--- src/rtl/iir_sub_inverse.sv ---
// Inverse of the first-order subtract filter y[n] = x[n] - y[n-1]: x[n] = y[n] + y[n-1].
// The carry-save input is resolved, reconstructed against the stored history and queued in a 2-deep output FIFO.
module iir_sub_inverse #(
   parameter int width_p       = 16,
   parameter int count_width_p = 16
) (
   input  logic                     clk,
   input  logic                     rst_n,
   input  logic                     clear,
   input  logic                     in_valid,
   output logic                     in_ready,
   input  logic [width_p-1:0]       in_sum,
   input  logic [width_p-1:0]       in_carry,
   output logic                     out_valid,
   input  logic                     out_ready,
   output logic [width_p-1:0]       out_sample,
   output logic [count_width_p-1:0] sample_count
);

   // Handshakes: a transfer happens on a rising edge where valid and ready are both 1.
   // in_ready depends only on registered state, never on out_ready. clear suppresses both transfers.
   logic                     r_run;
   logic [1:0]               r_occ;
   logic                     r_rd_ptr;
   logic                     r_wr_ptr;
   logic [width_p-1:0]       r_mem [2];
   logic [width_p-1:0]       r_y_prev;
   logic [count_width_p-1:0] r_count;

   logic [width_p-1:0]       w_y;
   logic [width_p-1:0]       w_x;
   logic                     w_push;
   logic                     w_pop;

   // The carry word has weight 2; its MSB falls off the top.
   assign w_y = in_sum + {in_carry[width_p-2:0], 1'b0};
   assign w_x = w_y + r_y_prev;

   // r_run holds in_ready low until the first edge after reset is released.
   assign in_ready     = r_run && (r_occ != 2'd2);
   assign out_valid    = (r_occ != 2'd0);
   assign out_sample   = out_valid ? r_mem[r_rd_ptr] : '0;
   assign sample_count = r_count;

   assign w_push = in_valid && in_ready && !clear;
   assign w_pop  = out_valid && out_ready && !clear;

   always_ff @(posedge clk or negedge rst_n) begin
      if (!rst_n) begin
         r_run    <= 1'b0;
         r_occ    <= 2'd0;
         r_rd_ptr <= 1'b0;
         r_wr_ptr <= 1'b0;
         r_y_prev <= '0;
         r_count  <= '0;
      end else begin
         r_run <= 1'b1;
         if (clear) begin
            r_occ    <= 2'd0;
            r_rd_ptr <= 1'b0;
            r_wr_ptr <= 1'b0;
            r_y_prev <= '0;
            r_count  <= '0;
         end else begin
            if (w_push) begin
               r_wr_ptr <= ~r_wr_ptr;
               r_y_prev <= w_y;
               r_count  <= r_count + 1'b1;
            end
            if (w_pop) begin
               r_rd_ptr <= ~r_rd_ptr;
            end
            case ({w_push, w_pop})
               2'b10:   r_occ <= r_occ + 2'd1;
               2'b01:   r_occ <= r_occ - 2'd1;
               default: r_occ <= r_occ;
            endcase
         end
      end
   end

   // Storage needs no reset: out_sample is gated to 0 whenever the FIFO is empty.
   always_ff @(posedge clk) begin
      if (w_push) begin
         r_mem[r_wr_ptr] <= w_x;
      end
   end

endmodule

--- config.mk ---
export PLATFORM = sky130hd
export DESIGN_NAME = iir_sub_inverse
export DESIGN_NICKNAME = d
export VERILOG_FILES = /design/src/rtl/iir_sub_inverse.sv
export SDC_FILE = /design/constraint.sdc
export NUM_CORES = 1
export LEC_CHECK = 0
export CORE_MARGIN = 5
export CORE_UTILIZATION = 54
export CTS_CLUSTER_SIZE = 20
export DETAILED_ROUTE_END_ITERATION = 7
export MAX_ROUTING_LAYER = met4
export PLACE_DENSITY = 0.81
export SYNTH_ARGS = -nofsm -noshare
export SYNTH_HDL_FRONTEND = slang
export SYNTH_SLANG_ARGS = --single-unit
--- constraint.sdc ---
create_clock -name clk -period 3.4 [get_ports clk]
set_input_delay 0.68 -clock clk [delete_from_list [all_inputs] [get_ports clk]]
set_output_delay 0.68 -clock clk [all_outputs]
set_load 0.05 [all_outputs]
Word level (Yosys, flattened, before mapping)
Memories as Yosys holds them, arrays and structs flattened.
Cells that the tools add are included.

cells by class
  add/sub/neg operators = 5
  multipliers = 0
  divide/modulo/power cells = 0
  magnitude comparators = 0
  eq/ne operators = 3
  shift operators = 0
  muxes and demuxes = 13
  bitwise gates (word level) = 2
  reduce and logical (&&, ||, !) cells = 10

operators with widths
  operator                                              count
  2-to-1 mux 16 bit                                     5
  adder 16 bit                                          2
  adder 16 x 1 -> 16 bit (second input constant)        1
  2-to-1 mux 1 bit                                      6
  nonzero test 2 bit                                    3
  logical AND 1 bit                                     5
  case mux 2 bit (2 select lines)                       1
  nonzero test 3 bit                                    1
  adder 2 x 1 -> 2 bit (second input constant)          1
  equality test 2 x 1 -> 1 bit (second input constant)  1
  equality test 2 bit (second input constant)           1
  2-to-1 mux 2 bit                                      1
  inequality test 2 bit (second input constant)         1
  inverter 1 bit                                        2
  subtractor 2 x 1 -> 2 bit (second input constant)     1
  zero test 1 bit                                       1

word-level totals
  register bits after elaboration = 37
  bits in latches = 0
  memory bits (writable) = 32
  bits in read-only memories = 0
  input port bits = 37
  output and inout port bits = 34
  logic and storage cells = 40
  memories = 1

memory list
  name   depth  width  rd ports  clocked after Yosys merged registers in  wr ports  RTL line  RTL
  r_mem  2      16     1         0                                        1         26        logic [width_p-1:0] r_mem [2];

Longest topological paths before layout
Gate-level depths: netlist (run 1).

  depth after elaboration = 7
  depth in mapped cells = 14

Worst setup path before layout (run 1)
No wires, ideal clock.

  kind = input-to-reg
  start point = input in_sum[1]
  end point = memory r_mem[0][15], data pin
  library setup time = 273 ps
  data arrival time = 3422 ps
  data required time = 3127 ps
  setup slack = -294 ps
  stages = 14
  path buffers = 0
  path through = ha_1 > inv_1 > fa_1 > nor2b_1 > o31a_1 > o21a_1 > or3_1 > and2_1 > ha_1 > o21a_1 > a211oi_1 > o21ai_1 > a31oi_1 > xor3_1

on the way
  word-level cells in the longest chain between the ends = 2

ends and longest elaborated chain
  what                RTL line  RTL
  start: declaration  12        input logic [width_p-1:0] in_sum,
  adder 16 bit        36        assign w_y = in_sum + {in_carry[width_p-2:0], 1'b0};
  adder 16 bit        37        assign w_x = w_y + r_y_prev;
  via w_x[15]         31        logic [width_p-1:0] w_x;
  end: declaration    26

The timed path passes the listed nets, and every way through them passes these cells.

Worst setup path in the final report (run 1)
  start point = input in_carry[2]
  end point = memory r_mem[1][15], data pin

on the way
  word-level cells in the longest chain between the ends = 2

ends and longest elaborated chain
  what                RTL line  RTL
  start: declaration  13        input logic [width_p-1:0] in_carry,
  adder 16 bit        36
  adder 16 bit        37
  via w_x[15]         31

The timed path passes the listed nets, and every way through them passes these cells.

==> flow_metrics.tcl, run 1 <==
set metrics [dict create \
    required_ns 3.47 \
    synthDominantCellAreaShare_pct 22.56 \
    firstDrtPassIters 5 \
    syn-num-nets 494 \
    drtAntennaViolNets 0 \
    fin_skew_ns 0.01174 \
    maxSlewViolCount 0 \
    synth_warnings 0 \
    p_int_mw 1.755 \
    startpoint_type "input port" \
    cp_cell_sequence "clkdlybuf4s15_1, ha_4, nor2b_2, o31a_1, o21a_1, or3_4, and2_4, ha_4, o21a_1, a211oi_2, o21ai_2, a31oi_1, xor3_1" \
    violations "setup timing" \
    fp.dieW_um 98.81 \
    cts_made_buffers 9 \
    htreeDepth 3 \
    fillers 510 \
    fin_ws_ns -0.04436 \
    drc 0 \
    netSwitchingFraction_pct 33.47 \
    routed_wirelength_um 10050 \
    num_antenna_cells 0 \
    drt_iter0_markers 220 \
    synth_flop_cell "dfrtp_1" \
    synth_top_cells_by_area "edfxtp_1 23%, dfrtp_1 22%, ha_1 9.4%" \
    initial_core_util_pct 55.40 \
    layout-drive-gt1-share_pct 22.24 \
    postLayoutCellArea_um2 5924 \
    fmax_mhz 290.3 \
    power.leakage_nw 2.484 \
    min_period_over_period_pct 101.3 \
    fin_util_pct 77.07 \
    cp_top_family "compound AO/OA/AOI/OAI gates" \
    grt_util_all_layers_pct 21.07 \
    grt-ovfl-total 0 \
    nets 628 \
    clk_latency_ns 0.35 \
    synth_top_area_cell "edfxtp_1" \
    end_kind "register" \
    p_clk_share_pct 24.8 \
    max_slew_margin_pct 32.82 \
    pin_count 71 \
    critPathLaunch "in_carry[2]" \
    rsz0062_at_grt "yes" \
    ys_ff_latch 69 \
    avgSynthCellArea_um2 10.07 \
    place_area_um2 5559 \
    root_buffer "clkbuf_8" \
    worst-path-max-fanout 3 \
    via_count 3630 \
    gp_congestion 0.8445 \
    numClockSinks 69 \
    critPathSlowestCell "or3_4" \
    drv_cap 0 \
    arrival_ns 3.52 \
    syn2layout_area_growth_pct 39.10 \
    synth_edf_count 32 \
    critPathBufInv 1 \
    via_per_inst 5.467 \
    layout_min_cycle_time_ns 3.444 \
    grt_start_max_net_pins 38 \
    seq_power_share_pct 36.9 \
    min_path_type "input port to asynchronous set/reset pin" \
    p_sw_mw 0.8825 \
    setup_viol 4 \
    cts_hold_buf 0 \
    layout_commonest_cell "buf_4" \
    grt_first_pass_wirelength_um 16230 \
    crit_type "input port to register" \
    wl_per_cell_um 15.13 \
    synth_seq_area_share_pct 44.30 \
    ir_drop_uv 236.4 \
    dieArea_um2 9763 \
    ys_types 53 \
    max_slew.worst_pin.slew_ns 1.004 \
    row_count 32 \
    antenna_found_initial 0 \
    rr_startpoint "r_y_prev[1]" \
    powerDensity_nw_per_um2 445.1 \
    syn_inst 423 \
    numPortBuffers 69 \
    power_frac_comb_pct 38.4 \
    grt_pass1_vias 3579 \
    async_reset_ff_share_pct 53.62 \
    status "complete, but fails checks" \
    clk_pin_slew_ns 0.07 \
    fp.dieH_um 98.81 \
    cts_tree "done" \
    clockBufferDepth 2 \
    fp.coreArea_um2 7687 \
    p_total_mw 2.637 \
    hold_viol_final 0 \
    final_cell_mix "67 x buf_4, 54 x clkdlybuf4s50_1, 52 x nor2_1" \
    netlist_area_um2 4259 \
    max_stage_delay_ns 0.36 \
    place_hpwl_um 7289 \
]
per-stage QoR:
step	TNS [ns]	worst slack (ns)	cells	hold WS [ns]
after CTS	0	0.003977	660	0.4524
after global placement	-7.443	-0.5795	643	0.5055
after floorplan	-0.2066	-0.06916	423	0.3844
after global routing	-0.4955	-0.1158	664	0.5034
after detailed placement	-9.107	-0.6874	643	0.5134
final	-0.1355	-0.04436	664	0.4317
what timing repair did:
| action | 4_1_cts | 5_1_grt |
|---|---|---|
| setup endpoints to repair | 16 | 10 |
| pin swaps | 18 | 9 |
| gates cloned | 0 | 0 |
| setup buffers | 1 | 4 |
| resized for setup | 33 | 22 |
path summary, 6_finish.rpt:
kind / to / slack (ns) / cells after the start
setup / recovery: r_mem[1][15] / -0.04 / 13
hold / removal: r_y_prev[4] / 0.43 / 1
setup reg to reg: r_mem[1][15] / 1.08 / 7
hold reg to reg: r_y_prev[2] / 0.52 / 2
max in group asynchronous: r_rd_ptr / 2.43 / 1
min in group clk: r_y_prev[2] / 0.52 / 2
power by group through the flow:
stage	Sequential (mW)	Clock (mW)	Combinational [mW]
after floorplan	0.989	0	0.592
after global placement	0.986	0	0.915
after detailed placement	0.990	0	0.947
after CTS	0.973	0.658	0.974
after global routing	0.978	0.690	1.09
final	0.972	0.653	1.01
cell families (layout without fill, tap and decap cells):
group,after synthesis,in the layout,share of synthesized area [%]
muxes,17,17,3.995
adders and majority gates,34,34,10.34
other,1,1,0.08805
and+or+nand+nor,146,146,15.89
DFF,69,69,44.30
AOI/OAI and AO/OA,91,91,14.25
xor gates and xnor gates,41,41,8.784
buffers and inverters,24,163,2.350
layout make-up:
class | count | area [um^2] | share of cell area, %
Clock inverter | 6 | 63.81 | 1.077
Timing Repair Buffer | 136 | 1191 | 20.11
Inverter | 11 | 43.79 | 0.7392
Tap cell | 102 | 127.6 | 2.154
Clock buffer | 10 | 127.6 | 2.154
Sequential cell | 69 | 1887 | 31.85
Multi-Input combinational cell | 330 | 2484 | 41.92
cells in the mapped netlist, types with 6 or more instances:
cell / n
a21o_1: 6
a21oi_1: 36
clkbuf_1: 7
dfrtp_1: 37
edfxtp_1: 32
ha_1: 32
inv_1: 11
mux2i_1: 17
nand2_1: 40
nand3_1: 9
nand3b_1: 8
nand4_1: 6
nor2_1: 53
nor3_1: 8
o211ai_1: 9
o21a_1: 7
xnor2_1: 23
xor2_1: 17
sequential cells by signal (all words and copies together), names as in the netlist:
name and cells:
r_y_prev 16, r_run 1, sample_count 16, r_rd_ptr 1, r_mem 32, r_occ 2
r_wr_ptr 1
per-layer routing:
metal / vias up / track usage, % / wire length (um)
li1: 1782 / - / -
met2: 101 / 36.26 / 5228
met3: 15 / 4.105 / 469
met1: 1732 / 24.53 / 4199
met4: 0 / 7.458 / 152
met5: - / - / 0
No activity file was read; power rests on OpenSTA's default activity.
==> run 2, diff against run 1 <==
--- a/config.mk
+++ b/config.mk
@@ -11,6 +11,7 @@
 export DETAILED_ROUTE_END_ITERATION = 7
 export MAX_ROUTING_LAYER = met4
 export PLACE_DENSITY = 0.81
+export RECOVER_POWER = 50
 export SYNTH_ARGS = -nofsm -noshare
 export SYNTH_HDL_FRONTEND = slang
 export SYNTH_SLANG_ARGS = --single-unit
==> flow_metrics.tcl, run 2 (same netlist as run 1, synthesis figures left out) <==
set metrics [dict create \
    status "complete, but fails checks" \
    violations "capacitance limit, slew limit, setup timing" \
    tns_ns -0.1206 \
    fp.dieW_um 98.81 \
    setup_viol 4 \
    initial_core_util_pct 55.40 \
    fin_util_pct 76.87 \
    fp.dieH_um 98.81 \
    end_kind "register" \
    root_buffer "clkbuf_8" \
    grt_start_max_net_pins 38 \
    num_antenna_cells 0 \
    maxSlewViolCount 38 \
    clk_latency_ns 0.35 \
    wl_per_cell_um 15.13 \
    numClockSinks 69 \
    fp.coreArea_um2 7687 \
    fmax_mhz 291.0 \
    via_count 3622 \
    rsz0062_at_grt "yes" \
    drtAntennaViolNets 0 \
    startpoint_type "input port" \
    grt_first_pass_wirelength_um 16230 \
    crit_type "input port to register" \
    min_period_over_period_pct 101.1 \
    nets 628 \
    reg2reg_slack_ns 0.89 \
    arrival_ns 3.51 \
    place_inst 643 \
    syn2layout_area_growth_pct 38.75 \
    final_cell_mix "63 x buf_4, 52 x nor2_1, 52 x clkdlybuf4s50_1" \
    hold_viol_final 0 \
    drc 0 \
    gp_congestion 0.8445 \
    dp_slack_ns -0.6874 \
    worst-path-max-fanout 3 \
    drv_cap 1 \
    required_ns 3.48 \
    pin_count 71 \
    powerDensity_nw_per_um2 445.4 \
    antenna_found_initial 0 \
    cts_hold_buf 0 \
    min_path_type "register to register" \
    place_area_um2 5559 \
    dieArea_um2 9763 \
    htreeDepth 3 \
    row_count 32 \
    largest_reg_flops 32 \
    grt-ovfl-total 0 \
    via_per_inst 5.455 \
    drt_iter0_markers 216 \
    ir_drop_uv 237.2 \
    cts_tree "done" \
    power.leakage_nw 2.468 \
    max_slew_margin_pct -34.50 \
    worst_hold_slack_ns 0.5234 \
    layout_min_cycle_time_ns 3.436 \
    final_cells 664 \
    grt_pass1_vias 3579 \
    fin_skew_ns 0.01014 \
    grt_util_all_layers_pct 21.07 \
    routed_wirelength_um 10040 \
    p_total_mw 2.632 \
    clockBufferDepth 2 \
    layout_commonest_cell "buf_4" \
    numPortBuffers 69 \
    cts_made_buffers 9 \
    fin_ws_ns -0.03644 \
    max_slew.worst_pin.slew_ns 2.017 \
    postLayoutCellArea_um2 5909 \
    firstDrtPassIters 4 \
    place_hpwl_um 7289 \
    clk_pin_slew_ns 0.07 \
    regMostFlops "r_mem" \
    layout-drive-gt1-share_pct 21.53 \
]
## run 2: changes by cell type in the layout (fill, tap and decap cells not counted), sizes merged
cell           change
clkbuf             +5
dlygate4sd3        +2
buf                -5
clkdlybuf4s50      -2
## run 2: timing repair
action                     4_1_cts  5_1_grt
setup endpoints to repair       16       10
pin swaps                       18        9
gates resized for setup         33       22
buffers inserted                 1        4
## run 2: area by class of cell
type | instances | area, um^2
Clock buffer | 10 | 127.6
Clock inverter | 6 | 63.81
Fill cell | 516 | 1778
Inverter | 11 | 43.79
Multi-Input combinational cell | 330 | 2484
Sequential cell | 69 | 1887
Tap cell | 102 | 127.6
Timing Repair Buffer | 136 | 1176
## run 2: worst max-delay path, cell delays in order
cell and delay [ns]:
clkdlybuf4s15_1 0.20, ha_4 0.23, nor2b_2 0.15, o31a_1 0.32, o21a_1 0.21, or3_4 0.36
and2_4 0.15, ha_4 0.25, o21a_1 0.14, a211oi_2 0.21, o21ai_2 0.09, a31oi_1 0.22
xor3_1 0.28
## run 2: layer usage
| metal | up-vias | part of all wire (%) | track usage (%) |
|---|---|---|---|
| met5 | - | 0 | - |
| met4 | 0 | 1.5 | 7.458 |
| met3 | 13 | 4.5 | 4.105 |
| met2 | 98 | 52 | 36.26 |
| met1 | 1728 | 42 | 24.53 |
| li1 | 1783 | - | - |
## run 2: final timing paths
kind | start | endpoint | cells past startpoint
worst max-delay path | in_carry[2] | r_mem[1][15] | 13
worst min-delay path | r_y_prev[2] | r_y_prev[2] | 2
worst max register to register | r_occ[0] | sample_count[9] | 7
worst min register to register | r_y_prev[2] | r_y_prev[2] | 2
max in group asynchronous | rst_n | r_rd_ptr | 1
min in group asynchronous | rst_n | r_y_prev[4] | 1
## run 2: where the power goes
part           internal, mW  leakage [nW]  switching [mW]
Clock                 0.337        0.0923           0.315
Sequential            0.951         0.795          0.0215
Combinational         0.462          1.58           0.545
